==> config.mk <==
export PLATFORM = sky130hd
export DESIGN_NAME = rv32_load_store_unit
export DESIGN_NICKNAME = d
export VERILOG_FILES = /design/src/rtl/rv32_load_store_unit.sv
export SDC_FILE = /design/constraint.sdc
export NUM_CORES = 1
export LEC_CHECK = 0
export ABC_CLOCK_PERIOD_IN_PS = 2900
export CAP_MARGIN = 25
export CORE_MARGIN = 5
export CORE_UTILIZATION = 32
export CTS_CLUSTER_DIAMETER = 200
export DETAILED_ROUTE_END_ITERATION = 6
export PLACE_DENSITY = 0.7
export SYNTH_ARGS = -nofsm -noshare
export SYNTH_HDL_FRONTEND = slang
export SYNTH_SLANG_ARGS = --single-unit
==> constraint.sdc <==
create_clock -name clk -period 2.9 [get_ports clk]
set_clock_uncertainty 0.05 [all_clocks]
set_input_delay 0.435 -clock clk [delete_from_list [all_inputs] [get_ports clk]]
set_output_delay 0.435 -clock clk [all_outputs]
set_load 0.005 [all_outputs]
==> src/rtl/rv32_load_store_unit.sv <==
// RV32 load/store unit: single-outstanding initiator on the data memory port.
// Checks alignment, replicates store data across lanes and formats load data.
package rv32_lsu_pkg;

   typedef enum logic [3:0] {
      MEM_NOP = 4'd0,
      MEM_LB  = 4'd1,
      MEM_LH  = 4'd2,
      MEM_LW  = 4'd3,
      MEM_LBU = 4'd4,
      MEM_LHU = 4'd5,
      MEM_SB  = 4'd6,
      MEM_SH  = 4'd7,
      MEM_SW  = 4'd8
   } mem_op_t;

   typedef struct packed {
      logic [31:0] addr;
      logic [31:0] data;
      mem_op_t     op;
   } memory_request_t;

   typedef struct packed {
      logic [31:0] data;
      logic        ready;
   } memory_response_t;

endpackage

module rv32_load_store_unit
   import rv32_lsu_pkg::*;
#(
   parameter int unsigned TIMEOUT_CYCLES = 16
) (
   input  logic             clk,
   input  logic             resetn,
   input  logic             req_valid,
   output logic             req_ready,
   input  mem_op_t          req_op,
   input  logic [31:0]      req_addr,
   input  logic [31:0]      req_wdata,
   input  logic [4:0]       req_rd,
   output memory_request_t  mem_request,
   input  memory_response_t mem_response,
   output logic             resp_valid,
   input  logic             resp_ready,
   output logic [31:0]      resp_data,
   output logic [4:0]       resp_rd,
   output logic [1:0]       resp_fault
);

   typedef enum logic [1:0] {
      IDLE = 2'd0,
      REQ  = 2'd1,
      WAIT = 2'd2,
      RESP = 2'd3
   } state_t;

   localparam logic [7:0] TIMEOUT_LAST = 8'(TIMEOUT_CYCLES - 1);

   localparam logic [1:0] FAULT_OK       = 2'b00;
   localparam logic [1:0] FAULT_MISALIGN = 2'b01;
   localparam logic [1:0] FAULT_TIMEOUT  = 2'b10;

   function automatic logic is_access(input mem_op_t op);
      case (op)
         MEM_LB, MEM_LH, MEM_LW, MEM_LBU, MEM_LHU,
         MEM_SB, MEM_SH, MEM_SW: return 1'b1;
         default:                return 1'b0;
      endcase
   endfunction

   function automatic logic is_load(input mem_op_t op);
      case (op)
         MEM_LB, MEM_LH, MEM_LW, MEM_LBU, MEM_LHU: return 1'b1;
         default:                                  return 1'b0;
      endcase
   endfunction

   function automatic logic is_misaligned(input mem_op_t op, input logic [1:0] lane);
      case (op)
         MEM_LH, MEM_LHU, MEM_SH: return lane[0];
         MEM_LW, MEM_SW:          return (lane != 2'b00);
         default:                 return 1'b0;
      endcase
   endfunction

   // Replicate store data so every byte lane carries its write data.
   function automatic logic [31:0] store_lanes(input mem_op_t op, input logic [31:0] w);
      case (op)
         MEM_SB:  return {4{w[7:0]}};
         MEM_SH:  return {2{w[15:0]}};
         MEM_SW:  return w;
         default: return 32'd0;
      endcase
   endfunction

   function automatic logic [31:0] load_format(input mem_op_t op, input logic [1:0] lane,
                                               input logic [31:0] word);
      logic [7:0]  b;
      logic [15:0] h;
      b = word[{lane, 3'b000} +: 8];
      h = lane[1] ? word[31:16] : word[15:0];
      case (op)
         MEM_LB:  return {{24{b[7]}}, b};
         MEM_LBU: return {24'd0, b};
         MEM_LH:  return {{16{h[15]}}, h};
         MEM_LHU: return {16'd0, h};
         MEM_LW:  return word;
         default: return 32'd0;
      endcase
   endfunction

   state_t          state_r, state_s;
   mem_op_t         op_r, op_s;
   logic [1:0]      lane_r, lane_s;
   logic [4:0]      rd_r, rd_s;
   logic [7:0]      cnt_r, cnt_s;
   logic            req_ready_r, req_ready_s;
   logic            resp_valid_r, resp_valid_s;
   logic [31:0]     resp_data_r, resp_data_s;
   logic [4:0]      resp_rd_r, resp_rd_s;
   logic [1:0]      resp_fault_r, resp_fault_s;
   memory_request_t mem_request_r, mem_request_s;

   // State and output registers.
   always_ff @(posedge clk or negedge resetn) begin
      if (!resetn) begin
         state_r       <= IDLE;
         op_r          <= MEM_NOP;
         lane_r        <= 2'd0;
         rd_r          <= 5'd0;
         cnt_r         <= 8'd0;
         req_ready_r   <= 1'b1;
         resp_valid_r  <= 1'b0;
         resp_data_r   <= 32'd0;
         resp_rd_r     <= 5'd0;
         resp_fault_r  <= FAULT_OK;
         mem_request_r <= '{addr: 32'd0, data: 32'd0, op: MEM_NOP};
      end else begin
         state_r       <= state_s;
         op_r          <= op_s;
         lane_r        <= lane_s;
         rd_r          <= rd_s;
         cnt_r         <= cnt_s;
         req_ready_r   <= req_ready_s;
         resp_valid_r  <= resp_valid_s;
         resp_data_r   <= resp_data_s;
         resp_rd_r     <= resp_rd_s;
         resp_fault_r  <= resp_fault_s;
         mem_request_r <= mem_request_s;
      end
   end

   // Next-state and next-output logic.
   always_comb begin
      state_s       = state_r;
      op_s          = op_r;
      lane_s        = lane_r;
      rd_s          = rd_r;
      cnt_s         = cnt_r;
      req_ready_s   = req_ready_r;
      resp_valid_s  = resp_valid_r;
      resp_data_s   = resp_data_r;
      resp_rd_s     = resp_rd_r;
      resp_fault_s  = resp_fault_r;
      mem_request_s = mem_request_r;

      case (state_r)
         IDLE: begin
            if (req_valid && req_ready_r) begin
               lane_s = req_addr[1:0];
               rd_s   = req_rd;
               if (!is_access(req_op)) begin
                  op_s = MEM_NOP;
               end else if (is_misaligned(req_op, req_addr[1:0])) begin
                  op_s         = req_op;
                  state_s      = RESP;
                  req_ready_s  = 1'b0;
                  resp_valid_s = 1'b1;
                  resp_data_s  = 32'd0;
                  resp_rd_s    = req_rd;
                  resp_fault_s = FAULT_MISALIGN;
               end else begin
                  op_s               = req_op;
                  state_s            = REQ;
                  req_ready_s        = 1'b0;
                  mem_request_s.op   = req_op;
                  mem_request_s.addr = req_addr;
                  mem_request_s.data = store_lanes(req_op, req_wdata);
               end
            end else begin
               req_ready_s = 1'b1;
            end
         end
         REQ: begin
            mem_request_s.op = MEM_NOP;
            cnt_s            = 8'd0;
            state_s          = WAIT;
         end
         WAIT: begin
            // Ready wins over a simultaneous timeout.
            if (mem_response.ready) begin
               state_s      = RESP;
               resp_valid_s = 1'b1;
               resp_rd_s    = rd_r;
               resp_fault_s = FAULT_OK;
               resp_data_s  = is_load(op_r) ? load_format(op_r, lane_r, mem_response.data) : 32'd0;
            end else if (cnt_r >= TIMEOUT_LAST) begin
               state_s      = RESP;
               resp_valid_s = 1'b1;
               resp_rd_s    = rd_r;
               resp_fault_s = FAULT_TIMEOUT;
               resp_data_s  = 32'd0;
            end else begin
               cnt_s = cnt_r + 8'd1;
            end
         end
         RESP: begin
            if (resp_ready) begin
               state_s      = IDLE;
               req_ready_s  = 1'b1;
               resp_valid_s = 1'b0;
               resp_data_s  = 32'd0;
               resp_fault_s = FAULT_OK;
            end else begin
               req_ready_s = 1'b0;
            end
         end
         default: begin
            state_s          = IDLE;
            req_ready_s      = 1'b1;
            resp_valid_s     = 1'b0;
            resp_data_s      = 32'd0;
            resp_fault_s     = FAULT_OK;
            mem_request_s.op = MEM_NOP;
         end
      endcase
   end

   assign req_ready   = req_ready_r;
   assign resp_valid  = resp_valid_r;
   assign resp_data   = resp_data_r;
   assign resp_rd     = resp_rd_r;
   assign resp_fault  = resp_fault_r;
   assign mem_request = mem_request_r;

endmodule

## Yosys cells after proc, flatten, opt, wreduce, memory -nomap -nowiden

Memories as Yosys holds them, arrays and structs flattened.
Index checks and enable logic that the tools add are counted.

| word-level totals | value |
|---|---|
| output and inout bits | 109 |
| memories | 1 |
| word-level logic and storage cells | 118 |
| register bits after elaboration | 130 |
| memory bits (read-only) | 16 |

Memory list:

| name | words | width | rd ports | clocked after memory_dff | wr ports | RTL line | RTL |
|---|---|---|---|---|---|---|---|
| (name not given) | 16 | 1 | 1 | 0 | 0 | 66 | `case (op)` |

| operators by class | value |
|---|---|
| muxes and demuxes | 58 |
| reduce and logical (&&, ||, !) cells | 19 |
| shift operators | 1 |
| bitwise logic cells | 1 |
| order comparisons | 1 |
| equality and inequality tests | 23 |
| add/sub/neg operators | 1 |

Operators by type and width:

| operator | number |
|---|---|
| $mux W32 | 7 |
| $pmux W32 S3 | 2 |
| $pmux W32 S5 | 1 |
| $shiftx A32 B6 Y8 | 1 |
| $mux W5 | 5 |
| $mux W2 | 11 |
| $eq A4 B3 Y1 const B | 5 |
| $mux W1 | 17 |
| $eq A4 B2 Y1 const B | 4 |
| $mux W16 | 1 |
| $mux W4 | 4 |
| $mux W8 | 2 |
| $pmux W8 S2 | 1 |
| $ne A2 B2 Y1 const B | 7 |
| $reduce_and A4 Y1 | 3 |
| $pmux W5 S2 | 1 |
| $reduce_bool A2 Y1 | 5 |
| $add A8 B1 Y8 const B | 1 |
| $ge A8 B4 Y1 const B | 1 |
| $pmux W2 S4 | 1 |
| $pmux W4 S2 | 1 |
| $ne A3 B3 Y1 const B | 2 |
| $pmux W2 S3 | 1 |
| $reduce_and A6 Y1 | 1 |
| other kinds (16) | 19 |

## Longest topological paths before layout

| depth | value |
|---|---|
| depth after elaboration | 10 |
| mapped depth | 10 |

## Least setup slack after synthesis

Ideal clock, no wire load.

| timing path | value |
|---|---|
| path type | input port to flip-flop |
| start | in req_op[0] |
| end | reg mem_request_r (netlist bit mem_request[61]) |
| data arrival time | 2.348 ns |
| path slack | 0.378 ns |
| data required time | 2.725 ns |
| path buffers | 2 |
| stages on the path | 7 |
| setup time | 0.125 ns |
| cells stage by stage | buf_6 -> nor3_1 -> ha_1 -> or2_2 -> nor4_2 -> buf_2 -> mux2_2 |

| on the way | value |
|---|---|
| longest elaborated chain between the ends | 8 |

Ends and longest elaborated chain:

| what | RTL line | RTL |
|---|---|---|
| start: declaration | 39 | `input mem_op_t req_op,` |
| $eq A4 B3 Y1, or another cell as far along | 81 | `case (op)` |
| $reduce_or A3 Y1 or $reduce_or A2 Y1 (tied branches) | 81 |  |
| $pmux W1 S2 | 81 |  |
| $mux W1 | 174 | `if (!is_access(req_op)) begin` |
| $mux W1 | 171 | `if (req_valid && req_ready_r) begin` |
| $mux W1 | 169 | `case (state_r)` |
| $not A1 Y1 (no line) | n/a |  |
| $reduce_and A4 Y1 (no line) * | n/a |  |
| end signal: assignment | 139 | `mem_request_r <= '{addr: 32'd0, data: 32'd0, op: MEM_NOP};` |
| end signal: assignment | 151 | `mem_request_r <= mem_request_s;` |
| end: declaration | 124 | `memory_request_t mem_request_r, mem_request_s;` |

Mark *: on every way between the ends. The rest lies on a longest branch, timed or not. The select of a mux whose other input is x is not followed.
A chain may end at the register's enable or synchronous reset.

## Worst setup path in the final report

| timing path | value |
|---|---|
| start | in req_op[0] |
| end | reg mem_request_r (netlist bit mem_request[12]) |

| on the way | value |
|---|---|
| longest elaborated chain between the ends | 8 |

Ends and longest elaborated chain:

| what | RTL line |
|---|---|
| $eq A4 B3 Y1, or another cell as far along | 81, 90 |
| $reduce_or A3 Y1 or $reduce_or A2 Y1 (tied branches) | 81 |
| $pmux W1 S2 | 81 |
| $mux W1 | 174 |
| $mux W1 | 171 |
| $mux W1 | 169 |
| $not A1 Y1 (no line) | n/a |
| $reduce_and A4 Y1 (no line) | n/a |

Parallel ways exist; a longest one is shown, timed or not. The select of a mux whose other input is x is not followed.

==> flow_summary.yaml <==
die:
  initial_core_util: 0.323
  die_width_um: 150
  core_region_area_sq_mm: 0.0194
  pin_count: 219
  dieHeight_um: 150
  design.die.area_sq_mm: 0.0225
  rows: 51
yosys:
  async_reset_ff_frac: 1.00
  ys_seq_area_frac: 0.519
  synth_top_area_frac: 0.515
  synth.area.top_cells: "dfrtp_1 51%, mux2_2 9.3%, mux2i_1 4.5%"
  synth_edf_count: 0
  synth_area_sq_mm: 0.00627
  synth-seq-cells: 130
  ys.flop_type: "dfrtp_1"
  syn_avg_cell_area_sq_um: 10.6
  yosysWarningCount: 0
  synth_top_area_cell: "dfrtp_1"
  syn_nets: 709
  syn_inst: 592
  synth_cell_types: 44
worst_setup_path:
  cp.required_ns: 3.19
  path_max_fanout: 37
  end_kind: "flop"
  max_stage_delay_ns: 0.45
  cpMaxStageDelayCell: "clkdlybuf4s50_1"
  worst-setup-path-type: "in2reg"
  arrival_ns: 2.92
  cp_cell_sequence: "clkdlybuf4s50_1 > nor3_1 > ha_1 > or2_2 > nor4_4 > buf_12 > buf_12 > nor2_1 > a21oi_1"
  cp_common_cell: "buf_12"
  start_kind: "primary input"
sta:
  fin_crit_ns: 2.63
  worst_slew_pin_slew_ns: 0.737
  fin_crit_sh: 0.909
  drv_slew: 0
  max_freq_ghz: 0.380
  finalHoldViolations: 0
  finalSetupTns_ns: 0
  slew_headroom: 0.505
  setup_violations: 0
  rsz0062_at_grt: "false"
  fin_ws_ns: 0.265
finish:
  drive_gt1_frac: 0.149
  final_common_cell: "clkdlybuf4s50_1"
  final_cell_mix: "217 x clkdlybuf4s50_1, 129 x dfrtp_1, 55 x a21oi_1"
  final_cells: 1099
  antennaDiodeCount: 0
  n_fill_cell: 1817
  syn2layout_area_growth_pct: 51.3
  fin_nets: 938
placement:
  dp.final_hpwl_mm: 14.7
  place_worst_setup_slack_ns: -0.154
  portBuffers: 218
  placed_cells: 1066
  globalplace.congestion: 0.875
route:
  drtPass1Iterations: 4
  postRouteAntennaNets: 0
  drcViolationCount: 0
  vias: 5618
  drt_iter0_markers: 288
  wl_per_cell_um: 18.2
  routed_wl_mm: 20.0
  viasPerCell: 5.11
clocking:
  postCtsHoldBufs: 1
  cts.repair.resized: 0
  path_clk_slew_ns: 0.06
  clock_latency_ns: 0.42
  cts-root-to-sink-buffers: 2
  cts.sinks: 130
  post_cts_buffers: 0
  cts_buffers: 17
  cts_max_level: 4
  cts_tree: "built"
  root_buffer: "clkbuf_16"
power_and_ir_drop:
  finalPower_uw: 8940
  power.density_mw_per_mm2: 942
  peakVddDrop_v: 0.000479
  p_leak_uw: 0.00388
grt:
  grt_pass1_vias: 5678
  grt_overflow: 0
  antenna_found_initial: 0
  grt_max_degree: 54
  grt_first_pass_wirelength_mm: 31.9
  track_usage: 0.181
hold_path:
  hold_class: "reg2reg"
job:
  cap_violations: 0
outcome:
  status: "finished, final reports clean"
==> power by group <==
group	switching [uW]	internal [uW]	total (uW)
registers	430	2480	2910
clock network	947	1250	2200
logic	1750	2090	3840
==> layer usage <==
layer	wire, um	part of all wire	vias to the layer above	track usage
li1	-	-	2633	-
met1	8830	0.44	2726	0.251
met2	8810	0.44	239	0.263
met3	2090	0.10	20	0.0681
met4	292	0.015	0	0.0526
met5	0	0	-	0
==> state kept, by name (all words and copies together), names as in the netlist, 2 cells and up <==
register     flops
lane_r           2
op_r             4
state_r          2
cnt_r            8
resp_fault       2
resp_data       32
resp_rd          5
rd_r             5
mem_request     68
==> area by class of cell <==
cell class,instances,area (sq um),share of cell area
Sequential cell,130,3250,0.343
Clock inverter,14,159,0.0167
Inverter,14,52.6,0.00554
Timing Repair Buffer,251,2480,0.262
Tap cell,265,332,0.0349
Multi-Input combinational cell,407,2770,0.292
Clock buffer,18,439,0.0463
==> cell usage after synthesis (all sizes together), types with 3 or more instances <==
cell type and count:
ha 7, dfrtp 129, mux2i 28, o31ai 33, nand2 17, o21ai 55, nor2b 3, a221oi 16
mux2 52, nand2b 7, a21oi 55, and2 7, nor2 52, nand3 17, buf 16, or2 3
inv 14, o22ai 4, a22oi 16, clkbuf 25, nor3 14
==> cell families after synthesis <==
kind of cell               count (synthesis)  synth area share
AOI/OAI and AO/OA                        186             0.182
adders and majority gates                  8            0.0156
buffers and inverters                     55            0.0409
DFF                                      130             0.519
muxes                                     80             0.138
xor gates and xnor gates                   2           0.00279
and+or+nand+nor                          131             0.102
==> per-stage QoR <==
stage	utilization	hold WS [ns]	instance area, sq um
2_1_floorplan	-	0.0894	6270
3_3_place_gp	0.458	0.340	8880
3_5_place_dp	0.458	0.352	8880
4_1_cts	0.489	0.443	9490
5_1_grt	0.489	0.470	9490
6_report	0.489	0.444	9490
==> critical path: cells and delay by family <==
family	cells	cell delay (ns)
simple gates	4	1.09
compound gates	1	0.13
fa+ha+maj	1	0.32
buf+inv	3	0.92
==> worst paths after layout <==
check                                       end  cells past startpoint  startpoint  slack, ns
min in group asynchronous          resp_data[4]                      2      resetn       0.46
worst max register to register  mem_request[12]                      9  state_r[0]       0.56
worst min register to register         cnt_r[5]                      1    cnt_r[5]       0.44
max in group asynchronous               rd_r[2]                      3      resetn       1.53
worst min-delay path                   cnt_r[5]                      1    cnt_r[5]       0.44
worst max-delay path            mem_request[12]                      9   req_op[0]       0.27
No activity file was read; power rests on OpenSTA's default activity.
==> edit 1, RTL diff (same settings) <==
Set the parameter `TIMEOUT_CYCLES` to 8 (it was 16).
--- a/src/rtl/rv32_load_store_unit.sv
+++ b/src/rtl/rv32_load_store_unit.sv
@@ -30,7 +30,7 @@
 module rv32_load_store_unit
    import rv32_lsu_pkg::*;
 #(
-   parameter int unsigned TIMEOUT_CYCLES = 16
+   parameter int unsigned TIMEOUT_CYCLES = 8
 ) (
    input  logic             clk,
    input  logic             resetn,
Check against the original RTL: no difference found for any inputs over 4 cycles, from zero or initial values and one cycle with resetn low; that may be too few to reach the edited logic, so the function may still have changed.
==> edit 1 against the unedited design <==
First-iteration DRC count grew 33%. Cell area increased by 1.2%. Die area is 2.2% higher. Area after synthesis up 2.4%. Power fell by 0.63%. Sequential cell count unchanged. Worst setup slack improved by 0.072 ns. Global-route usage fell by 0.59 points. Routed wire length fell by 1.7%. Critical path type is now flip-flop to flip-flop. Largest cell class unchanged. Largest power group unchanged.
==> edit 1: results (changes against the unedited design) <==
** Yosys
- Number of warnings reported in the yosys synthesis log :: 0 (unchanged)
- The compound-gate portion of the synthesized area came to 14.5% (-3.7 points).
- Area share of fa/ha/maj cells after synthesis :: 1.36% (-0.19 points)
- Fraction of synthesized area in multiplexers :: 17.7% (+3.9 points)
- Leading post-synthesis cells by instance count :: dfrtp_1 (129), mux2_2 (76), a21oi_1 (61)
- Synth Area in XOR/XNOR :: 0.136% (-0.14 points)
- Net count of the mapped netlist :: 707 (-0.28%)
- The number of distinct library cells after synthesis is 52 (+18%).
- Cell types occupying the most area after synthesis :: dfrtp_1 (50%), mux2_2 (13%), a21oi_1 (4.8%)
- The sequential share of the synthesized area came to 50.7% (-1.2 points).

** Global route
- The global-route track usage on met3 came to 8.03% (+1.2 points).
- Met1 track utilization from global routing :: 21.8% (-3.3 points)
- The first-pass GRT wire length is 31200 µm (-2.1%).
- Largest net degree at the start of global routing :: 85 (+57%)
- The met2 routing resource usage after global routing is 27.6% (+1.3 points).
- The initial antenna violation count was 2 (+2).
- Total routing usage reported by global routing :: 17.5% (-0.59 points)
- Vias in the first global route :: 5675 (-0.053%)

** Route
- The number of search-and-repair iterations in the first detailed-routing pass is 5 (+1).
- WL final :: 19700 µm (-1.7%)
- Number of DRC markers in iteration 0 :: 384 (+33%)
- The detailed router used layers up to and including met5.
- The met2 routed wirelength is 9360 µm (+6.3%).
- The met1 routed wirelength after detailed routing came to 8080 µm (-8.5%).
- The total via count in the routed design came to 5458 (-2.8%).
- The detailed-routed wire length on met3 was 2040 µm (-2.6%).

** Timing
- The normalized max-slew margin was 45.1% (-5.4 points).
- The achievable frequency was 390 MHz (+2.8%).

** Place
- The placed wire-length estimate came to 14600 µm (-0.59%).
- The pre-CTS setup slack came to -0.0584 ns (+0.0952 ns).
- Routability cong. :: 0.863 (-1.4%)
- Instance area after placement :: 8990 µm² (+1.3%)

** Pwr
- The worst ir drop on vdd came to 508 µV (+6.0%).
- The power attributed to combinational cells was 3.72 mW (-3%).
- The internal power summed over all cells is 5.93 mW (+2.0%).
- Per report_power, the Clock row totals 2.22 mW.
- Pleak :: 3.97 nW (+2.3%)

** Outcome
- Run status :: complete, no violations

** CTS
- The number of buffers added by the clock tree synthesis step was 17 (unchanged).

** Setup path
- Slowest Stage Delay on Critical Path :: 0.75 ns (+0.30 ns)
- The maximum fanout along the worst path came to 13 (-65%).
- The count of cells along the worst register-to-register path was 5 (-4).
- Category of the worst setup path launch point :: flip-flop
- CP max-delay cell :: nor3b_2
- The required time at the endpoint of the critical path is 3.12 ns (-0.07 ns).
- Reg2reg start :: state_r[0]

** Final layout
- Layout Nets :: 932 (-0.64%)
- The share of layout cells above drive strength 1 was 17.4% (+2.5 points).

** Min path
- Class of the most critical hold timing path :: input pin to async pin
edit 1: cell type report:
| class | count | area [µm²] |
|---|---|---|
| Antenna cell | 1 | 2.50 |
| Timing Repair Buffer | 245 | 2450 |
| Tap cell | 265 | 332 |
| Clock buffer | 18 | 439 |
| Fill cell | 1770 | 9990 |
| Sequential cell | 130 | 3250 |
| Clock inverter | 14 | 166 |
| Inverter | 14 | 52.6 |
| Multi-Input combinational cell | 407 | 2910 |
edit 1: stage by stage:
step / hold slack (ns) / power, mW / instances
after CTS: 0.0385 / 8.99 / 1093
after detailed placement: 0.426 / 6.71 / 1061
after global placement: 0.421 / 6.65 / 1061
final: 0.00552 / 8.89 / 1094
after global routing: 0.0644 / 9.50 / 1094
after floorplan: 0.0894 / 4.79 / 590
edit 1: final timing paths:
path                       slack (ns)               to
max                              0.34     resp_data[4]
min                             0.006  mem_request[15]
max reg2reg                      0.34     resp_data[4]
min reg2reg                      0.44         cnt_r[5]
max in group asynchronous        2.05  mem_request[58]
min in group clk                 0.44         cnt_r[5]
==> edit 2, RTL diff (same flow settings) <==
Made on the original files. Put one more register stage on the output `resp_fault`, with the module's reset. The value now appears one clock later. The other outputs are not delayed to match.
--- a/src/rtl/rv32_load_store_unit.sv
+++ b/src/rtl/rv32_load_store_unit.sv
@@ -242,7 +242,13 @@
    assign resp_valid  = resp_valid_r;
    assign resp_data   = resp_data_r;
    assign resp_rd     = resp_rd_r;
-   assign resp_fault  = resp_fault_r;
+   always_ff @(posedge clk or negedge resetn) begin
+      if (!resetn) begin
+         resp_fault <= '0;
+      end else begin
+         resp_fault <= resp_fault_r;
+      end
+   end
    assign mem_request = mem_request_r;
 
 endmodule
Function: changed (Yosys sat finds a counterexample within 4 cycles, from zero or initial values and one cycle with resetn low).
==> edit 2 against the unedited design <==
Via count is 6.1% lower. Critical path depth fell by 1. Die area rose by 3.9%. Cell area rose by 2.7%. Sequential power up 5%. Hold slack got worse by 0.10 ns. Core utilization is 0.61 points lower. Routed wire length is 4.6% lower. Final cell count down 0.73%. Power is 4.6% higher. Area after synthesis up 4.2%. Largest cell class unchanged. Worst setup slack improved by 0.27 ns. Sequential cell count grew 2. Clock power is 5% higher.
==> edit 2: results (changes against the unedited design) <==
** Global route
- Total routing usage reported by global routing :: 16.4% (-1.7 points)
- GR Layer Usage met2 :: 26.0% (-0.22 points)
- The global-route met1 utilization came to 21.3% (-3.8 points).
- Wire length of the first global-routing pass :: 30900 µm (-3.2%)
- The number of global-route vias before repair is 5585 (-1.6%).

** Setup path
- Arrival time worst endpoint :: 2.61 ns (-0.31 ns)
- In this run the critical register-to-register path is captured at resp_data[3].
- The maximum fanout along the worst path came to 31 (-16%).
- Worst reg2reg setup slack :: 0.63 ns (+0.07 ns)
- Critical path capture point :: resp_fault_r[1]

** Final layout
- Share of final-layout standard cells stronger than drive strength 1 :: 16.7% (+1.8 points)
- # fillers :: 1875 (+3.2%)
- The number of nets in the finished design was 926 (-1.3%).

** Yosys
- The sequential share of the synthesized area was 50.5% (-1.3 points).
- Net count of the mapped netlist :: 694 (-2.1%)
- Cell types occupying the most area after synthesis :: dfrtp_1 (50%), mux2_4 (7.3%), mux2_2 (5.3%)
- The mean cell area of the mapped netlist is 11.3 µm² (+6.9%).

** Place
- Number of instances in the placed design :: 1059 (-0.66%)
- The placed wire-length estimate is 14200 µm (-3.2%).
- Pre-CTS worst setup slack :: 0.124 ns (+0.277 ns)
- Routability cong. :: 0.803 (-8.2%)

** Timing
- Tightest Pin Transition :: 0.830 ns (+0.0926 ns)
- The minimum period implied by the final worst setup slack was 2.36 ns (-0.270 ns).

** Route
- Per-cell routed wire length :: 17.5 µm (-3.9%)
- The average vias per placed instance is 4.84 (-5.4%).

** Pwr
- Pleak :: 4.21 nW (+8.5%)

** Outcome
- Run status :: complete, no violations
## edit 2: how the worst min path moves through the flow
stage	start	end	slack, ns	cells after the start
2_1_floorplan	resetn	cnt_r[0]	0.09	0
3_3_place_gp	resp_fault_r[0]	resp_fault[0]	0.31	0
5_1_grt	resp_fault_r[0]	resp_fault[0]	0.35	0
4_1_cts	resp_fault_r[0]	resp_fault[0]	0.34	0
6_report	resp_fault_r[0]	resp_fault[0]	0.34	0
3_5_place_dp	resetn	resp_data[8]	0.32	1
## edit 2: power breakdown
part           leakage (nW)  switching, mW  internal, mW  total [mW]
clock network         0.298          0.854          1.45        2.30
registers              1.69          0.499          2.57        3.07
logic                  2.23           1.54          2.44        3.98
## edit 2: layout make-up
type	count	area, µm²	share of cell area, %
Tap cell	270	338	3.47
Clock inverter	14	203	2.08
Sequential cell	132	3300	33.9
Timing Repair Buffer	247	2470	25.3
Inverter	31	116	1.19
Clock buffer	17	425	4.37
Multi-Input combinational cell	380	2890	29.7
## edit 2: worst max-delay path: stages
cell	delay, ns
clkdlybuf4s50_1	0.47
nor3_1	0.23
ha_1	0.27
o21ai_0	0.23
nand3b_1	0.12
and3b_1	0.27
buf_12	0.21
mux2_2	0.36
## edit 2: cells by family (layout without fill, tap and decap cells)
group	Yosys count	in the layout	synth area share, %
AND/OR/NAND/NOR	159	159	12.0
flip-flops	132	132	50.5
AO/OA/AOI/OAI	112	112	11.7
multiplexers	99	99	18.8
buffers and inverters	65	309	5.24
adder cells (fa/ha/maj)	7	7	1.34
XOR/XNOR	3	3	0.402
## edit 2: metrics by stage
stage | util, % | area [µm²] | hold slack (ns) | total power [mW]
global placement | 45.2 | 9110 | 0.307 | 7.03
floorplan | - | 6540 | 0.0894 | 5.11
detailed placement | 45.2 | 9110 | 0.321 | 7.11
global route | 48.3 | 9750 | 0.352 | 9.95
finish | 48.3 | 9750 | 0.340 | 9.35
CTS | 48.3 | 9750 | 0.337 | 9.48
## edit 2: per-layer routing
metal	routed length, µm	up-vias
met2	8930	204
met4	201	0
met3	1610	15
li1	-	2514
met5	0	-
met1	8370	2542
